===== config.mk =====
export PLATFORM = sky130hd
export DESIGN_NAME = ham74_scrub_ctrl
export DESIGN_NICKNAME = d
export VERILOG_FILES = /design/src/rtl/ham74_scrub_ctrl.sv
export SDC_FILE = /design/constraint.sdc
export NUM_CORES = 1
export LEC_CHECK = 0
export CAP_MARGIN = 20
export CORE_MARGIN = 4
export CORE_UTILIZATION = 53
export CTS_BUF_LIST = sky130_fd_sc_hd__clkbuf_2 sky130_fd_sc_hd__clkbuf_4 sky130_fd_sc_hd__clkbuf_8
export DETAILED_ROUTE_END_ITERATION = 7
export GPL_ROUTABILITY_DRIVEN = 0
export PLACE_DENSITY = 0.83
export SLEW_MARGIN = 10
export SYNTH_ARGS = -nofsm -noshare
export SYNTH_HDL_FRONTEND = slang
export SYNTH_SLANG_ARGS = --single-unit

===== constraint.sdc =====
create_clock -name clk -period 2.3 [get_ports clk]
set_input_delay 0.46 -clock clk [delete_from_list [all_inputs] [get_ports clk]]
set_output_delay 0.46 -clock clk [all_outputs]
set_load 0.02 [all_outputs]

===== src/rtl/ham74_scrub_ctrl.sv =====
// Background scrubber for Hamming(7,4) protected memory: reads each word in turn,
// corrects any single-bit error and writes the fixed codeword back.
module ham74_scrub_ctrl #(
    parameter int ADDR_W = 8,
    parameter int DEPTH  = 256,
    parameter int IVL_W  = 16
) (
    input  logic              clk,
    input  logic              rst,
    input  logic              en,
    input  logic [IVL_W-1:0]  interval,
    output logic              mem_req,
    output logic              mem_we,
    output logic [ADDR_W-1:0] mem_addr,
    output logic [7:1]        mem_wdata,
    input  logic              mem_gnt,
    input  logic              mem_rvalid,
    input  logic [7:1]        mem_rdata,
    output logic              busy,
    output logic              err_pulse,
    output logic [ADDR_W-1:0] err_addr,
    output logic [15:0]       corr_count,
    output logic              pass_done,
    output logic [2:0]        dbg_state
);

    typedef enum logic [2:0] {
        S_IDLE  = 3'd0,
        S_WAIT  = 3'd1,
        S_READ  = 3'd2,
        S_RWAIT = 3'd3,
        S_CHECK = 3'd4,
        S_WRITE = 3'd5,
        S_NEXT  = 3'd6
    } state_t;

    localparam logic [ADDR_W-1:0] LAST_ADDR = ADDR_W'(DEPTH - 1);

    state_t            state_q, state_d;
    logic [ADDR_W-1:0] addr_q, addr_d;
    logic [IVL_W-1:0]  cnt_q, cnt_d;
    logic [7:1]        rdata_q, rdata_d;
    logic [7:1]        wdata_q, wdata_d;
    logic [ADDR_W-1:0] err_addr_q, err_addr_d;
    logic [15:0]       corr_count_q, corr_count_d;
    logic              err_pulse_q, err_pulse_d;
    logic              pass_done_q, pass_done_d;

    logic [2:0]        syndrome;
    logic [7:1]        flip;

    // Syndrome {s1,s2,s3} of the registered word and the single bit it points at.
    always_comb begin
        syndrome = {rdata_q[7] ^ rdata_q[5] ^ rdata_q[3] ^ rdata_q[1],
                    rdata_q[6] ^ rdata_q[5] ^ rdata_q[2] ^ rdata_q[1],
                    rdata_q[4] ^ rdata_q[3] ^ rdata_q[2] ^ rdata_q[1]};
        flip = '0;
        case (syndrome)
            3'b100:  flip[7] = 1'b1;
            3'b010:  flip[6] = 1'b1;
            3'b110:  flip[5] = 1'b1;
            3'b001:  flip[4] = 1'b1;
            3'b101:  flip[3] = 1'b1;
            3'b011:  flip[2] = 1'b1;
            3'b111:  flip[1] = 1'b1;
            default: flip    = '0;
        endcase
    end

    // Memory handshake: mem_req, mem_we, mem_addr and mem_wdata are held stable from
    // the first request cycle until a cycle with mem_gnt high; that cycle is the transfer.
    always_comb begin
        state_d      = state_q;
        addr_d       = addr_q;
        cnt_d        = cnt_q;
        rdata_d      = rdata_q;
        wdata_d      = wdata_q;
        err_addr_d   = err_addr_q;
        corr_count_d = corr_count_q;
        err_pulse_d  = 1'b0;
        pass_done_d  = 1'b0;

        case (state_q)
            S_IDLE: begin
                if (en) begin
                    state_d = S_WAIT;
                    cnt_d   = interval;
                end
            end
            S_WAIT: begin
                if (!en) begin
                    state_d = S_IDLE;
                end else if (cnt_q == '0) begin
                    state_d = S_READ;
                end else begin
                    cnt_d = cnt_q - IVL_W'(1);
                end
            end
            S_READ: begin
                if (mem_gnt) begin
                    state_d = S_RWAIT;
                end
            end
            S_RWAIT: begin
                if (mem_rvalid) begin
                    rdata_d = mem_rdata;
                    state_d = S_CHECK;
                end
            end
            S_CHECK: begin
                if (syndrome == 3'b000) begin
                    state_d = S_NEXT;
                end else begin
                    wdata_d = rdata_q ^ flip;
                    state_d = S_WRITE;
                end
            end
            S_WRITE: begin
                if (mem_gnt) begin
                    err_pulse_d = 1'b1;
                    err_addr_d  = addr_q;
                    if (corr_count_q != 16'hFFFF) begin
                        corr_count_d = corr_count_q + 16'd1;
                    end
                    state_d = S_NEXT;
                end
            end
            S_NEXT: begin
                if (addr_q == LAST_ADDR) begin
                    addr_d      = '0;
                    pass_done_d = 1'b1;
                end else begin
                    addr_d = addr_q + ADDR_W'(1);
                end
                state_d = S_WAIT;
                cnt_d   = interval;
            end
            default: begin
                state_d = S_IDLE;
            end
        endcase
    end

    always_ff @(posedge clk) begin
        if (rst) begin
            state_q      <= S_IDLE;
            addr_q       <= '0;
            cnt_q        <= '0;
            rdata_q      <= '0;
            wdata_q      <= '0;
            err_addr_q   <= '0;
            corr_count_q <= '0;
            err_pulse_q  <= 1'b0;
            pass_done_q  <= 1'b0;
        end else begin
            state_q      <= state_d;
            addr_q       <= addr_d;
            cnt_q        <= cnt_d;
            rdata_q      <= rdata_d;
            wdata_q      <= wdata_d;
            err_addr_q   <= err_addr_d;
            corr_count_q <= corr_count_d;
            err_pulse_q  <= err_pulse_d;
            pass_done_q  <= pass_done_d;
        end
    end

    assign mem_req    = (state_q == S_READ) || (state_q == S_WRITE);
    assign mem_we     = (state_q == S_WRITE);
    assign mem_addr   = addr_q;
    assign mem_wdata  = wdata_q;
    assign busy       = (state_q != S_IDLE);
    assign err_pulse  = err_pulse_q;
    assign err_addr   = err_addr_q;
    assign corr_count = corr_count_q;
    assign pass_done  = pass_done_q;
    assign dbg_state  = state_q;

endmodule


# Yosys cells after proc, flatten, opt, wreduce, memory -nomap -nowiden
# Index checks and enable logic that the tools add are counted.
# classes
n_addsub	3
reduce_logical	14
n_bitwise	13
mux	22
eq_ne	22
# op_table
operator	count
two-way mux 16 bit	3
one-hot mux 16 bit (3 select lines)	1
equality test 3 bit (second input constant)	7
one-hot mux 3 bit (7 select lines)	1
two-way mux 3 bit	6
adder 16 x 1 -> 16 bit (second input constant)	1
zero test 16 bit	1
inequality test 16 bit (second input constant)	1
subtractor 16 x 1 -> 16 bit (second input constant)	1
equality test 3 x 2 -> 1 bit (second input constant)	4
inequality test 2 bit (second input constant)	5
two-way mux 1 bit	9
XOR 1 bit	9
adder 8 x 1 -> 8 bit (second input constant)	1
equality test 8 bit (second input constant)	1
two-way mux 8 bit	1
XOR 7 bit	1
equality test 3 x 1 -> 1 bit (second input constant)	2
zero test 3 bit	2
AND reduction 2 bit	3
nonzero test 3 bit	2
AND reduction 5 bit	1
AND reduction 4 bit	1
OR reduction 2 bit	2
other kinds (6)	8
# word_totals
register_bits	67
inputBits	28
out_inout_bits	47

# Logic depth before layout (Yosys ltp)
# depth
depth_word	6
depth_mapped	8
mapped_depth_nobuf	7

# Least setup slack after synthesis
# No wires, ideal clock.
# synth_timing
path_type	flip-flop to flip-flop
from	reg state_q[0] (netlist: dbg_state[0])
to	reg cnt_q[11]
setup_ns	0.068
t_arrival_ns	1.967
path_slack_ns	0.266
stages_incl_launch_ff	8
required_ns	2.232
n_path_buf	3
path_cell_list	dfxtp_1 -> buf_2 -> or3b_2 -> clkbuf_1 -> clkbuf_1 -> o41ai_1 -> nand2_1 -> a21oi_2
# synth_between
elab_chain_len	3
# synth_rtl
item	line	rtl
start, declared	39	state_t state_q, state_d;
start signal, assigned	156	state_q <= state_d;
equality test 3 x 1 -> 1 bit, or another cell as far along	83	case (state_q)
inequality test 2 bit (no source line) / nonzero test 3 bit (equally long branches)	--	
AND reduction 4 bit (no source line)	--	
end signal, assigned	158	cnt_q <= cnt_d;
end, declared	41	logic [IVL_W-1:0] cnt_q, cnt_d;
# Several ways; a longest one is shown, not always the timed one.
# A chain may end at the register's enable or synchronous reset.

# Final worst setup path
# layout_timing
from	reg state_q[0] (netlist: dbg_state[0])
to	out mem_we
# layout_between
elab_chain_len	1
# layout_rtl
item	line	rtl
equality test 3 bit	169	assign mem_we = (state_q == S_WRITE);
end, declared	13	output logic mem_we,
# No other way between the ends.

==> impl_metrics.yaml <==
place:
  preCtsSetupSlack_ps: 185
  dp_hpwl_um: 6480
  port_buffers: 74
timing:
  period_needed_ps: 2210
  holdWs_ps: 475
  hold_viol_final: 0
  max_freq_mhz: 452
  fin_ws_ps: 89.3
  worst_pin_slew_ps: 568
  clock_skew_ps: 11.2
  finalSetupViolations: 0
  slew_violations: 0
  finalCritPeriodShare: 0.961
  slew_headroom: 0.621
layout:
  syn2layout_area_growth_pct: 29.4
  drive_above_1_share: 0.0859
  num-nets-final: 540
  antenna_cells: 0
synth:
  syn_nets: 462
  synth_common_cells: "67 x dfxtp_1, 54 x nor2_1, 46 x nand2_1, 45 x a21oi_1, 20 x nand3_1"
  synth-async-reset-ratio: 0
  ys_types: 57
  synth_top_area_frac: 0.386
  avgSynthCellArea_um2: 8.06
  seq_area_frac_synth: 0.386
  synth_area_um2: 3470
  synth_edf_count: 0
  yosysWarningCount: 0
  netlist_top_cells_area: "dfxtp_1 39%, a21oi_1 6.5%, nor2_1 5.8%"
  syn_inst: 431
  synth_flop_cell: "dfxtp_1"
  yosysMostFrequentCell: "dfxtp_1"
  yosys.area.top_type: "dfxtp_1"
  ys_seq_elements: 67
grt:
  grt_overflow_total: 0
  track_usage: 0.236
  grt_pass1_vias: 3286
  grt_max_degree: 29
  grt_pass1_wl_um: 14900
  antenna_found_initial: 0
cts:
  cts_max_path_buffers: 2
  cts_made_buffers: 9
  cts-htree-levels: 3
  cts_hold_buf: 0
  postCtsSetupRepairBufs: 0
  cts_tree: "yes"
  clock_latency_ps: 340
  cts.sinks: 67
  cts.clk_slew.worst_paths_ps: 70
  cts_root_buffer: "clkbuf_8"
pwr:
  p_leak_nw: 1.68
  comb_power_share: 0.398
  cellPowerDensity_nw_per_um2: 839
  switchingPower_mw: 1.42
  internal_power_mw: 2.35
  switching_share: 0.378
  peakVddDrop_mv: 0.676
  clock_power_share: 0.232
  seqPwrFrac: 0.370
setup_path:
  crit_path_max_fanout: 8
  r2r_cells: 5
  cp-start-kind: "flop"
  worst-setup-path-type: "reg2out"
  crit_path_end_kind: "output pin"
  cp.arrival_ps: 1750
  crit_required_ps: 1840
drt:
  firstDrtPassIters: 4
  wl_met1_um: 4000
  drc: 0
  drtAntennaViolNets: 0
  wl_per_cell_um: 15.2
  route.met2.wl_um: 4440
  drt-initial-drc-count: 183
  met3WireLength_um: 465
  drt_wl_total_um: 8980
  highest_layer: "met4"
  avgViaCountPerCell: 5.77
  vias: 3397
floorplanning:
  die-area_um2: 7910
  start_util: 0.547
  pin_count: 75
  die_w_um: 89.0
  fp.dieH_um: 89.0
  coreArea_um2: 6350
  row_count: 29
status:
  status: "finished, final reports clean"
min_path:
  hold_path.class: "reg2reg"
  hold_depth: 2
run:
  maxCapViolations: 0
-- final timing paths --
| kind | start | end | slack, ps |
|---|---|---|---|
| min | err_addr[4] | err_addr[4] | 470 |
| max reg2reg | cnt_q[10] | cnt_q[14] | 130 |
| min reg2reg | err_addr[4] | err_addr[4] | 470 |
| max | dbg_state[0] | mem_we | 90 |
-- layout make-up --
| class | count | area, um2 |
|---|---|---|
| Fill cell | 529 | 1850 |
| Clock inverter | 2 | 12.5 |
| Tap cell | 77 | 96.3 |
| Multi-Input combinational cell | 335 | 2000 |
| Timing Repair Buffer | 92 | 870 |
| Inverter | 4 | 15.0 |
| Clock buffer | 12 | 159 |
| Sequential cell | 67 | 1340 |
-- per-layer routing --
layer,up-vias,track usage
met2,105,0.403
met3,6,0.0378
met5,-,0
met1,1591,0.304
met4,0,0.0825
li1,1695,-
-- cells by family after synthesis --
logic type               Yosys count  share of synthesized area
buffers and inverters             29                     0.0378
multiplexers                      10                     0.0288
AO/OA/AOI/OAI                    113                      0.204
XOR/XNOR                          34                     0.0918
AND/OR/NAND/NOR                  175                      0.241
adder cells (fa/ha/maj)            3                     0.0108
flip-flops                        67                      0.386
-- placed cells by master, fill, tap and decap left out, drive strengths merged, types with 7 or more instances in the layout --
cell type      Yosys  final
a211oi             7      7
a21oi             47     47
and3               9      9
buf                7     19
clkbuf            18     12
clkdlybuf4s50      0     72
dfxtp             67     67
mux2i             10     10
nand2             46     46
nand3             20     20
nand4              7      7
nor2              54     54
nor3              11     11
o21ai             22     22
xnor2             16     16
xor2              17     17
-- flip-flops by register name, indices dropped and copies added (netlist names) --
register and count:
pass_done 1, dbg_state 3, cnt_q 16, rdata_q 7
mem_wdata 7, err_addr 8, mem_addr 8, corr_count 16
err_pulse 1
-- per-stage QoR --
step | power [mW] | cells | area [um2] | setup TNS [ps] | util
finish | 3.77 | 589 | 4500 | 0 | 0.708
global route | 4.02 | 589 | 4500 | -6.34 | 0.708
CTS | 3.78 | 589 | 4500 | 0 | 0.708
detailed placement | 2.91 | 575 | 4330 | 0 | 0.681
global placement | 2.86 | 575 | 4330 | 0 | 0.681
floorplan | 2.46 | 431 | 3470 | 0 | -
-- power by group through the flow --
stage | registers, mW | logic (mW) | clock network, mW
2_1_floorplan | 1.39 | 1.06 | 0
3_3_place_gp | 1.41 | 1.45 | 0
3_5_place_dp | 1.42 | 1.49 | 0
4_1_cts | 1.39 | 1.50 | 0.898
5_1_grt | 1.41 | 1.67 | 0.937
6_report | 1.40 | 1.50 | 0.876
-- timing repair --
action / in CTS / in global routing
cloned: 0 / 0
gates resized for setup: 1 / 1
setup endpoints to repair: 1 / 1
hold endpoints to repair: 0 / 0
-- critical path, cell delays in order (launching register included) --
cell             delay (ps)
dfxtp_1                 430
inv_1                   190
nor2_1                  170
clkdlybuf4s50_1         620
Note: power is estimated with default switching activity, not from simulation.
==> variant 1 (same flow settings) <==
Make the reset (`rst`) asynchronous in one clocked block.
--- a/src/rtl/ham74_scrub_ctrl.sv
+++ b/src/rtl/ham74_scrub_ctrl.sv
@@ -143,3 +143,3 @@
 
-    always_ff @(posedge clk) begin
+    always_ff @(posedge clk or posedge rst) begin
         if (rst) begin
Formal check against the unedited RTL: differs if rst is asserted again (counterexample within 4 cycles, from zero or initial values and one cycle with rst high); with rst held inactive, the same outputs for 10 cycles.
==> variant 1 against the unedited design <==
Clock power down 7.2%. Sequential share of layout area grew 7.2 points. Global-route usage down 2.9 points. Design area grew 0.75%. Count of clock-buffer cells in the layout shrank 2. Area after synthesis is 0.43% lower. Routed wire length shrank 14%. Power up 46%. Sequential cell count unchanged. Setup slack improved by 0.082 ns. Critical path type unchanged.
==> variant 1: results (changes against the unedited design) <==
[run_status]
status=complete, no violations

[pwr]
p_leak_nw=1.99  ; +18%
seq-power_mw=1.94  ; +39%
swShare_pct=40.5  ; +2.7 points
comb_cell_power_mw=2.75  ; +83%
ir_worst_vdd_mv=1.00  ; +48%

[global_routing]
grtUsageTotal_pct=20.7  ; -2.9 points
grt_pass1_wl_um=13100  ; -12%
grt_pass1_vias=2839  ; -14%
grt_max_degree=68  ; +130%

[yosys]
netlist_top_cells_area=dfrtp_1, mux2_2, nand2_1
yosys-top-cells-count=dfrtp_1, nand2_1, o21ai_0
synthesis.nets=389  ; -16%
synth_ff_type=dfrtp_1

[final_layout]
fillers=470  ; -11%
final_nets=476  ; -12%
layout-drive-gt1-share_pct=13.4  ; +4.8 points

[critical_path]
r2r_start=rdata_q[3]
crit_path_max_fanout=4  ; -4
reg2reg_slack_ns=0.25  ; +0.12 ns
critPathLaunch=dbg_state[1]

[routing]
wl_met3_um=471  ; +1.3%
wirelength_um=7690  ; -14%
met1_length_um=3390  ; -15%
viasPerCell=5.64  ; -2.2%

[place]
place_worst_setup_slack_ns=0.0815  ; -0.104 ns

[sta]
finClkSkew_ns=0.00805  ; -0.00317 ns

variant 1: worst min-delay path by stage:
stage | cells past startpoint | slack [ns] | end | start
finish | 2 | 0.48 | err_addr[4] | err_addr[4]
global route | 2 | 0.51 | err_addr[3] | err_addr[3]
floorplan | 2 | 0.47 | cnt_q[7] | cnt_q[7]
detailed placement | 2 | 0.46 | err_addr[7] | err_addr[7]
global placement | 2 | 0.46 | err_addr[3] | err_addr[3]
CTS | 2 | 0.48 | err_addr[4] | err_addr[4]
variant 1: critical path, stage by stage (launching register included):
cell	delay, ns
dfrtp_1	0.40
inv_1	0.12
nand3_1	0.15
inv_1	0.08
clkdlybuf4s50_1	0.59
variant 1: metrics by stage:
stage,total power [mW],cells,util [%]
floorplan,3.80,358,-
global placement,4.59,511,68.8
detailed placement,4.71,511,68.8
CTS,5.55,524,71.3
global route,5.95,524,71.3
finish,5.51,524,71.3
variant 1: kinds of logic after synthesis:
| group | count (synthesis) | synth area share, % |
|---|---|---|
| and+or+nand+nor | 133 | 18.9 |
| AOI/OAI and AO/OA | 80 | 14.0 |
| DFF | 67 | 48.5 |
| xor gates and xnor gates | 31 | 8.50 |
| buffers and inverters | 26 | 3.22 |
| muxes | 18 | 5.82 |
| adders and majority gates | 3 | 1.09 |
variant 1: area by class of cell:
cell class	count	area [sq um]	share of cell area, %
multi-input combinational	265	1670	36.9
sequential	67	1680	37.0
timing repair buffer	92	893	19.7
clock buffer	10	138	3.04
inverter	10	37.5	0.828
clock inverter	3	17.5	0.387
tap	77	96.3	2.13
variant 1: per-layer routing:
metal  GRT usage [%]  vias up
met5               0        -
li1                -     1450
met3            3.82        8
met1            27.6     1411
met4            6.32        0
met2            34.5       86
variant 1: timing repair:
action                     CTS  global route
hold endpoints to repair     0             0
resized for setup            0             2
setup endpoints to repair    0             2
==> variant 2 (same flow settings) <==
Made on the original files. The parameter `ADDR_W` goes from 8 to 7.
--- a/src/rtl/ham74_scrub_ctrl.sv
+++ b/src/rtl/ham74_scrub_ctrl.sv
@@ -3,3 +3,3 @@
 module ham74_scrub_ctrl #(
-    parameter int ADDR_W = 8,
+    parameter int ADDR_W = 7,
     parameter int DEPTH  = 256,
Ports: changed (resized err_addr and mem_addr); port bits go from 75 to 73. The function was not compared with the original's and may differ.
==> variant 2 against the unedited design <==
Setup slack better by 0.015 ns. Area after synthesis shrank 1.0%. Design area up 0.25%. Routed wire length fell by 5.4%. Hold slack lost 0.019 ns. Power shrank 13%. Sequential power is 9% lower. Sequential cell count down 2. Critical path depth increased by 5. Combinational power shrank 35%. Non-clock buffer count is the same. Largest cell class unchanged.
==> variant 2: results (changes against the unedited design) <==
[global_routing]
grt_pass1_wl_um=14400  ; -3.2%
grtUsageMet2_pct=39.0  ; -1.3 points
use_met3_pct=5.59  ; +1.8 points
grt_max_degree=34  ; +17%
met1_usage_pct=27.2  ; -3.3 points
grtUsageTotal_pct=23.1  ; -0.55 points

[yosys]
ys_seq_area_share_pct=37.8  ; -0.76 points
synthCells=429  ; -0.46%
yosysUniqueCellTypes=62  ; +8.8%
yosys.area_share.adder_pct=1.09  ; +0.011 points
synth_compound_area_share_pct=22.5  ; +2.1 points

[sta]
finClkSkew_ns=0.00675  ; -0.00447 ns
finalWorstSetupSlack_ns=0.104  ; +0.0150 ns
fin_hold_ws_ns=0.456  ; -0.0192 ns

[critical_path]
critical-path-slowest-cell=or3_1
worstPathArrival_ns=2.43  ; +0.68 ns
r2r_start=cnt_q[0]
max_stage_delay_ns=0.47  ; -0.15 ns
crit_path_max_fanout=6  ; -2
r2r_cells=8  ; +3

[place]
io_buffers=72  ; -2.7%
place_worst_setup_slack_ns=0.0965  ; -0.0886 ns

[routing]
wl_met2_um=4110  ; -7.4%
wire_per_inst_um=14.4  ; -5.3%

[pwr]
clkPwrFrac_pct=32.1  ; +8.9 points
powerDensity_nw_per_um2=731  ; -13%
p_comb_share_pct=29.4  ; -10 points

[run_status]
status=complete, no violations

[final_layout]
final_nets=537  ; -0.56%
layout.cells.non_filler=588  ; -0.17%

==> variant 2: cell types whose count changed in the layout (fill, tap and decap cells not counted), moves of 4 or more <==
cell,delta
a21oi_1,+4
or3_1,+9
nor3_1,+5
xnor2_1,-4
and3_1,-5
nor2_1,-12
o21ai_0,+5
or2_2,+4
xor2_1,-5
==> variant 2: what timing repair did <==
item / 4_1_cts / 5_1_grt
setup endpoints to repair: 2 / 1
gates resized for setup: 2 / 1
hold buffers: 0 / 0
setup buffers: 0 / 0
==> variant 2: logic make-up (layout without fill, tap and decap cells) <==
family,Yosys count,in the layout
simple gates,172,172
compound gates,122,122
flops,65,65
buf+inv,33,115
xor+xnor,25,25
mux,9,9
fa+ha+maj,3,3
==> variant 2: cell type report <==
type                    count  area, sq um
repair buffers             92          876
inverters                   7         26.3
clock inverters             6         82.6
clock buffers              10          131
fillers                   494         1810
well taps                  77         96.3
multi-input cells         331         1990
flip-flops and latches     65         1300
